[src/rtl/set_encode.sv]
// Serialises one value/strobe command per request into '#', type, code x2, [6 hex], [LF] ASCII bytes.
// First byte is valid the cycle after accept; each byte holds on data_out until ack_out, and requests are refused while busy.
module set_encode #(
  parameter bit ADD_NEWLINE = 1'b1
) (
  input  logic        CLK,
  input  logic        RST_N,
  input  logic        req_stb,
  output logic        req_ack,
  input  logic        req_type,
  input  logic [7:0]  req_code,
  input  logic [23:0] req_value,
  output logic [7:0]  data_out,
  output logic        stb_out,
  input  logic        ack_out,
  output logic        busy,
  output logic        done,
  output logic        err
);

  typedef enum logic [3:0] {
    IDLE   = 4'd0,
    HASH   = 4'd1,
    TYPE   = 4'd2,
    CODE_1 = 4'd3,
    CODE_2 = 4'd4,
    HEX_1  = 4'd5,
    HEX_2  = 4'd6,
    HEX_3  = 4'd7,
    HEX_4  = 4'd8,
    HEX_5  = 4'd9,
    HEX_6  = 4'd10,
    TERM   = 4'd11,
    DONE   = 4'd12,
    ERR    = 4'd13
  } state_t;

  // State that follows the last payload byte of either frame type.
  localparam state_t TAIL = ADD_NEWLINE ? TERM : DONE;

  state_t      state_q, state_d;
  logic        type_q, type_d;
  logic [7:0]  code_q, code_d;
  logic [23:0] value_q, value_d;
  logic [3:0]  nib;

  function automatic logic [7:0] hex_ascii(input logic [3:0] n);
    return (n < 4'd10) ? {4'h3, n} : (8'h37 + {4'h0, n});
  endfunction

  always_ff @(posedge CLK or negedge RST_N) begin
    if (!RST_N) begin
      state_q <= IDLE;
      type_q  <= 1'b0;
      code_q  <= 8'h00;
      value_q <= 24'h000000;
    end else begin
      state_q <= state_d;
      type_q  <= type_d;
      code_q  <= code_d;
      value_q <= value_d;
    end
  end

  always_comb begin
    state_d = state_q;
    type_d  = type_q;
    code_d  = code_q;
    value_d = value_q;
    case (state_q)
      IDLE: begin
        if (req_stb) begin
          type_d  = req_type;
          code_d  = req_code;
          value_d = req_value;
          state_d = (req_code == 8'h00) ? ERR : HASH;
        end
      end
      HASH:   if (ack_out) state_d = TYPE;
      TYPE:   if (ack_out) state_d = CODE_1;
      CODE_1: if (ack_out) state_d = CODE_2;
      CODE_2: if (ack_out) state_d = type_q ? TAIL : HEX_1;
      HEX_1:  if (ack_out) state_d = HEX_2;
      HEX_2:  if (ack_out) state_d = HEX_3;
      HEX_3:  if (ack_out) state_d = HEX_4;
      HEX_4:  if (ack_out) state_d = HEX_5;
      HEX_5:  if (ack_out) state_d = HEX_6;
      HEX_6:  if (ack_out) state_d = TAIL;
      TERM:   if (ack_out) state_d = DONE;
      DONE:   state_d = IDLE;
      ERR:    state_d = IDLE;
      default: state_d = IDLE;
    endcase
  end

  always_comb begin
    nib = 4'h0;
    case (state_q)
      HEX_1:   nib = value_q[23:20];
      HEX_2:   nib = value_q[19:16];
      HEX_3:   nib = value_q[15:12];
      HEX_4:   nib = value_q[11:8];
      HEX_5:   nib = value_q[7:4];
      HEX_6:   nib = value_q[3:0];
      default: nib = 4'h0;
    endcase
  end

  // Outputs decode straight from state so reset drops stb_out without waiting for a clock.
  always_comb begin
    data_out = 8'h00;
    stb_out  = 1'b0;
    case (state_q)
      HASH: begin
        data_out = 8'h23;
        stb_out  = 1'b1;
      end
      TYPE: begin
        data_out = type_q ? 8'h3E : 8'h24;
        stb_out  = 1'b1;
      end
      CODE_1, CODE_2: begin
        data_out = code_q;
        stb_out  = 1'b1;
      end
      HEX_1, HEX_2, HEX_3, HEX_4, HEX_5, HEX_6: begin
        data_out = hex_ascii(nib);
        stb_out  = 1'b1;
      end
      TERM: begin
        data_out = 8'h0A;
        stb_out  = 1'b1;
      end
      default: begin
        data_out = 8'h00;
        stb_out  = 1'b0;
      end
    endcase
  end

  assign req_ack = req_stb & (state_q == IDLE);
  assign busy    = (state_q != IDLE);
  assign done    = (state_q == DONE);
  assign err     = (state_q == ERR);

endmodule
[config.mk]
export PLATFORM = sky130hd
export DESIGN_NAME = set_encode
export DESIGN_NICKNAME = d
export VERILOG_FILES = /design/src/rtl/set_encode.sv
export SDC_FILE = /design/constraint.sdc
export NUM_CORES = 1
export LEC_CHECK = 0
export CORE_MARGIN = 4
export CORE_UTILIZATION = 35
export DETAILED_ROUTE_END_ITERATION = 10
export MAX_ROUTING_LAYER = met4
export SLEW_MARGIN = 40
export SYNTH_ARGS = -nofsm -noshare
export SYNTH_HDL_FRONTEND = slang
export SYNTH_SLANG_ARGS = --single-unit
[constraint.sdc]
create_clock -name CLK -period 4.1 [get_ports CLK]
set_input_delay 1.025 -clock CLK [delete_from_list [all_inputs] [get_ports CLK]]
set_output_delay 1.025 -clock CLK [all_outputs]
set_load 0.01 [all_outputs]
# Word-level counts from Yosys, hierarchy flattened
# Index checks and enable logic that the tools add are counted.
# word_totals
inputBits,37
reg_bits,37
# classes
order_cmp,1
reduce_logical,8
n_addsub,1
n_bitwise,1
muxes,20
eq_ne,25
# op_table
op,n
$mux 4,14
$pmux 4 s12,1
$pmux 8 s5,1
$eq 4x4->1 const B,6
$ne 2x2->1 const B,12
$pmux 4 s6,1
$eq 4x3->1 const B,4
$reduce_and 12->1,1
$reduce_or 11->1,1
$eq 4x2->1 const B,2
$logic_not 8->1,1
$add 6x4->7 const A,1
$mux 7,1
$reduce_or 6->1,1
$mux 5,1
$eq 4x1->1 const B,1
$logic_not 4->1,1
$lt 4x4->1 const B,1
$reduce_bool 4->1,1
$reduce_and 2->1,1
$reduce_or 2->1,1
$and 1x1->1,1
$mux 1,1

# Depth between registers and ports, before layout
# Gate-level depths: netlist of the first run.
# depth
depth_word,5
depth_mapped,11
depth_no_buf,10

# Worst setup path before layout of the first run
# Ideal clock, no wire load.
# synth_path
path_type,register to output
startpoint,register state_q[3]
endpoint,output data_out[4]
arrival_time_ns,1.966
path_slack_ns,1.109
stages_incl_launch_ff,12
required_time_ns,3.075
path_cell_list,dfrtp_1 inv_1 ha_1 buf_2 a22oi_1 nor3_1 nor3_2 ha_1 inv_1 o31ai_1 a21oi_1 o21ai_0
# synth_via
elab_chain_cells,5
word_cells_on_any_way,18
cone_classes,add/sub: 1; order compare: 1; eq/ne: 11; mux: 3; reduce/logical: 2
# synth_rtl
item,line,rtl
from (decl),41,"state_t state_q, state_d;"
from (signal assigned),58,state_q <= state_d;
$eq 4x4->1 / $eq 4x3->1 (equally long branches),"98, 113",
$pmux 4 s6,98,case (state_q)
$add 6x4->7 / $lt 4x4->1 (equally long branches),48,"return (n < 4'd10) ? {4'h3, n} : (8'h37 + {4'h0, n});"
$mux 7,48,
$pmux 8 s5 *,113,case (state_q)
to (decl),13,"output logic [7:0] data_out,"
# Every way passes the cells marked *; elsewhere a longest branch is shown, timed or not.

# Worst setup path after layout of the first run
# layout_path
startpoint,register state_q[3]
endpoint,output data_out[6]
# The elaborated chain is that of the path after synthesis.

==> metrics.txt, run 1 <==
status finished clean; port bufs between 40 and 50; Worst VDD drop between 0.4 and 0.5 mV; post-layout minimum cycle time 3.85 ns; mapped cell area around 0.0022 mm2; row cnt 28; crit share post-route roughly 94%; Worst Path Buf+Inv 3; switching portion of total power roughly two fifths; startpoint types flip-flop; Slew headroom 64.2%; mean post-synth cell area roughly 11 um2; Slowest Stage Delay on Critical Path 0.54 ns; endpoint class of the critical path output pin; Yosys Warn Count 0; Hold Crit Start code_q[7]; DR pass1 iterations 4; setup violators final 0; final wirelength ~5100 um; DRT iter0 DRCs 90; worst min-delay path class flip-flop to flip-flop; Max Clock Skew 0.00736 ns; layout cells sized above 1 between 20% and 30%; share of total power in combinational logic between 50% and 60%; Slew Limit Fails 0; Hold Vio Cnt, Final 0; # nets final a little under 300; Worst-Margin Slew ~0.54 ns; top post-synthesis cells by area dfrtp_1, mux2_2, ha_1, a21o_1, mux2i_1; R2R Path Start state_q[2]; H-tree Lvls 2; synthesis-to-layout area growth 28.3%; Worst R2R Setup Slack between 1.5 and 2 ns; Max clock buf depth 2; pwr dens about 760 mW/mm2; clk_lat worst skew between 0.2 and 0.3 ns; Synth Net Count 239; Core Region between 0.006 and 0.007 mm2; root buffer cell clkbuf_8; post-synthesis sequential area ratio about two fifths; post-synth top area cell dfrtp_1; TritonCTS Sinks 37; Most common cell on crit path inv_1; initial core utilization between 30% and 40%; Power, Total ~2.2 mW; CP Class flip-flop to output pin; slowest CP cell clkdlybuf4s50_1; hold path cells 1; crit path max fanout 7; Tot GR Track Use ~15%; count of cell types in the netlist 50; Reg2Reg Capture Point state_q[2]; main flop type after synthesis dfrtp_1; Avg Vias per Cell around 5.2; Internal between 1 and 1.5 mW; Vias 1678; antenna cells 0; Post-synth EDFFs 0; Hold Path Sink code_q[7]; routed len/inst around 16 um; initial antenna violation count 0; R2R depth 6; top-count cell post-synth dfrtp_1; die area roughly 0.0077 mm2; I/O pin cnt 50; largest net degree at the start of global routing 38; leakage ~1.2 nW; CP required between 3 and 4 ns; Die H 87.5 um; TNS Setup 0 ns; RSZ-0062 raised after global routing no; DP Wirelength approximately 3800 um; share of the synthesized area in the top cell type 41.9%; CTS tree yes; Clock transition at path regs roughly 0.070 ns; Cells after Synth around 200; cells along the critical path inv_1 > ha_2 > nand2_1 > o21ai_0 > nor3_2 > ha_1 > inv_1 > o31ai_1 > a21oi_1 > a21o_1 > clkdlybuf4s50_1; Num CTS Buffers 5; clock share of power a little under an eighth; Layout fillers a little under 600; CTS Hold Bufs 0; GR Overflow Total 0; Net Sw Power 836 uW; Die Wd 87.5 um; asr flop ratio synth between 90% and 100%; Fmax 260 MHz; GPL Wtd Cong 0.825; Commonest cells post-synth dfrtp_1, mux2_2, nand2_1; vias in the first global route about 1700; first-pass GRT wire length 8360 um; Seq cells post-synth 37; Seq pwr share 32.2%; DRC errors left 0; Max-cap violations 0; cell family with most CP delay buffers and inverters; DRT antenna net count 0; crit path DAT approximately 2.8 ns
-- cells in the final DEF, fill, tap and decap left out, drive strengths merged, types with 2 or more instances in the layout --
cell type / count
a21o: 7
a21oi: 8
a22oi: 5
a32oi: 3
and2: 4
and3: 3
buf: 8
clkbuf: 5
clkdlybuf4s50: 49
dfrtp: 37
ha: 7
inv: 5
mux2: 35
mux2i: 5
nand2: 11
nand2b: 2
nand3: 4
nand3b: 4
nand4b: 2
nor2: 5
nor3: 4
nor4: 3
o211ai: 2
o21ai: 8
o31ai: 3
-- per-layer routing --
| layer | vias up | routed length [um] | GRT usage [%] | part of all wire, % |
|---|---|---|---|---|
| li1 | 824 | - | - | - |
| met1 | 808 | 2490 | 20.4 | 49 |
| met5 | - | 0 | - | 0 |
| met2 | 40 | 2240 | 21.3 | 44 |
| met3 | 6 | 270 | 2.74 | 5.3 |
| met4 | 0 | 79 | 5.16 | 1.6 |
-- registers in the layout, indices dropped and copies added, names as in the netlist --
register  flops
code_q        8
value_q      24
type_q        1
state_q       4
-- how the worst max path moves through the flow --
stage / start / to / cells past startpoint
global placement: state_q[3] / data_out[4] / 11
floorplan: state_q[3] / data_out[4] / 11
global route: state_q[2] / data_out[4] / 10
detailed placement: state_q[3] / data_out[4] / 11
CTS: state_q[3] / data_out[4] / 11
finish: state_q[3] / data_out[6] / 11
-- kinds of logic after synthesis --
kind of cell	Yosys count	synth area share, %
simple gates	46	11.9
flops	37	41.9
compound gates	47	16.4
fa+ha+maj	7	3.96
buf+inv	18	5.66
mux	40	20.2
-- what timing repair did --
action                     in CTS  in global routing
resized for setup               0                  1
setup buffers                   0                  1
setup endpoints to repair       0                  2
-- power by group through the flow --
stage          Sequential [mW]  Clock, mW  Combinational, mW
2_1_floorplan            0.636          0              0.897
3_3_place_gp             0.707          0               1.20
3_5_place_dp             0.708          0               1.20
4_1_cts                  0.699      0.266               1.21
5_1_grt                  0.726      0.275               1.34
6_report                 0.696      0.257               1.21
-- final cells by class --
class / count / area, um2 / area share (%)
clock buffer: 5 / 68.8 / 2.42
multi-input combinational: 140 / 1160 / 41.0
clock inverter: 3 / 21.3 / 0.749
sequential: 37 / 926 / 32.6
timing repair buffer: 57 / 551 / 19.4
inverter: 4 / 15.0 / 0.529
tap: 75 / 93.8 / 3.31
-- metrics by stage --
| stage | cell area, um2 | setup WS (ns) | util [%] | std cells | hold WS (ns) |
|---|---|---|---|---|---|
| floorplan | 2210 | 1.11 | - | 195 | 0.472 |
| global placement | 2740 | 0.540 | 45.5 | 312 | 0.483 |
| detailed placement | 2740 | 0.464 | 45.5 | 312 | 0.487 |
| CTS | 2830 | 0.140 | 46.9 | 320 | 0.504 |
| global route | 2840 | 0.0123 | 47.1 | 321 | 0.529 |
| finish | 2840 | 0.253 | 47.1 | 321 | 0.498 |
No activity file was read; power rests on OpenSTA's default activity.
==> run 2, diff against run 1 <==
SLEW_MARGIN = 25   (was 40)
==> results of run 2 <==
The final DEF is identical to that of run 1; final timing and power are the same.
==> run 3, diff against run 2 <==
CTS_CLUSTER_DIAMETER = 30   (was not set)
==> results of run 3 <==
The final DEF is identical to that of run 1; final timing and power are the same.
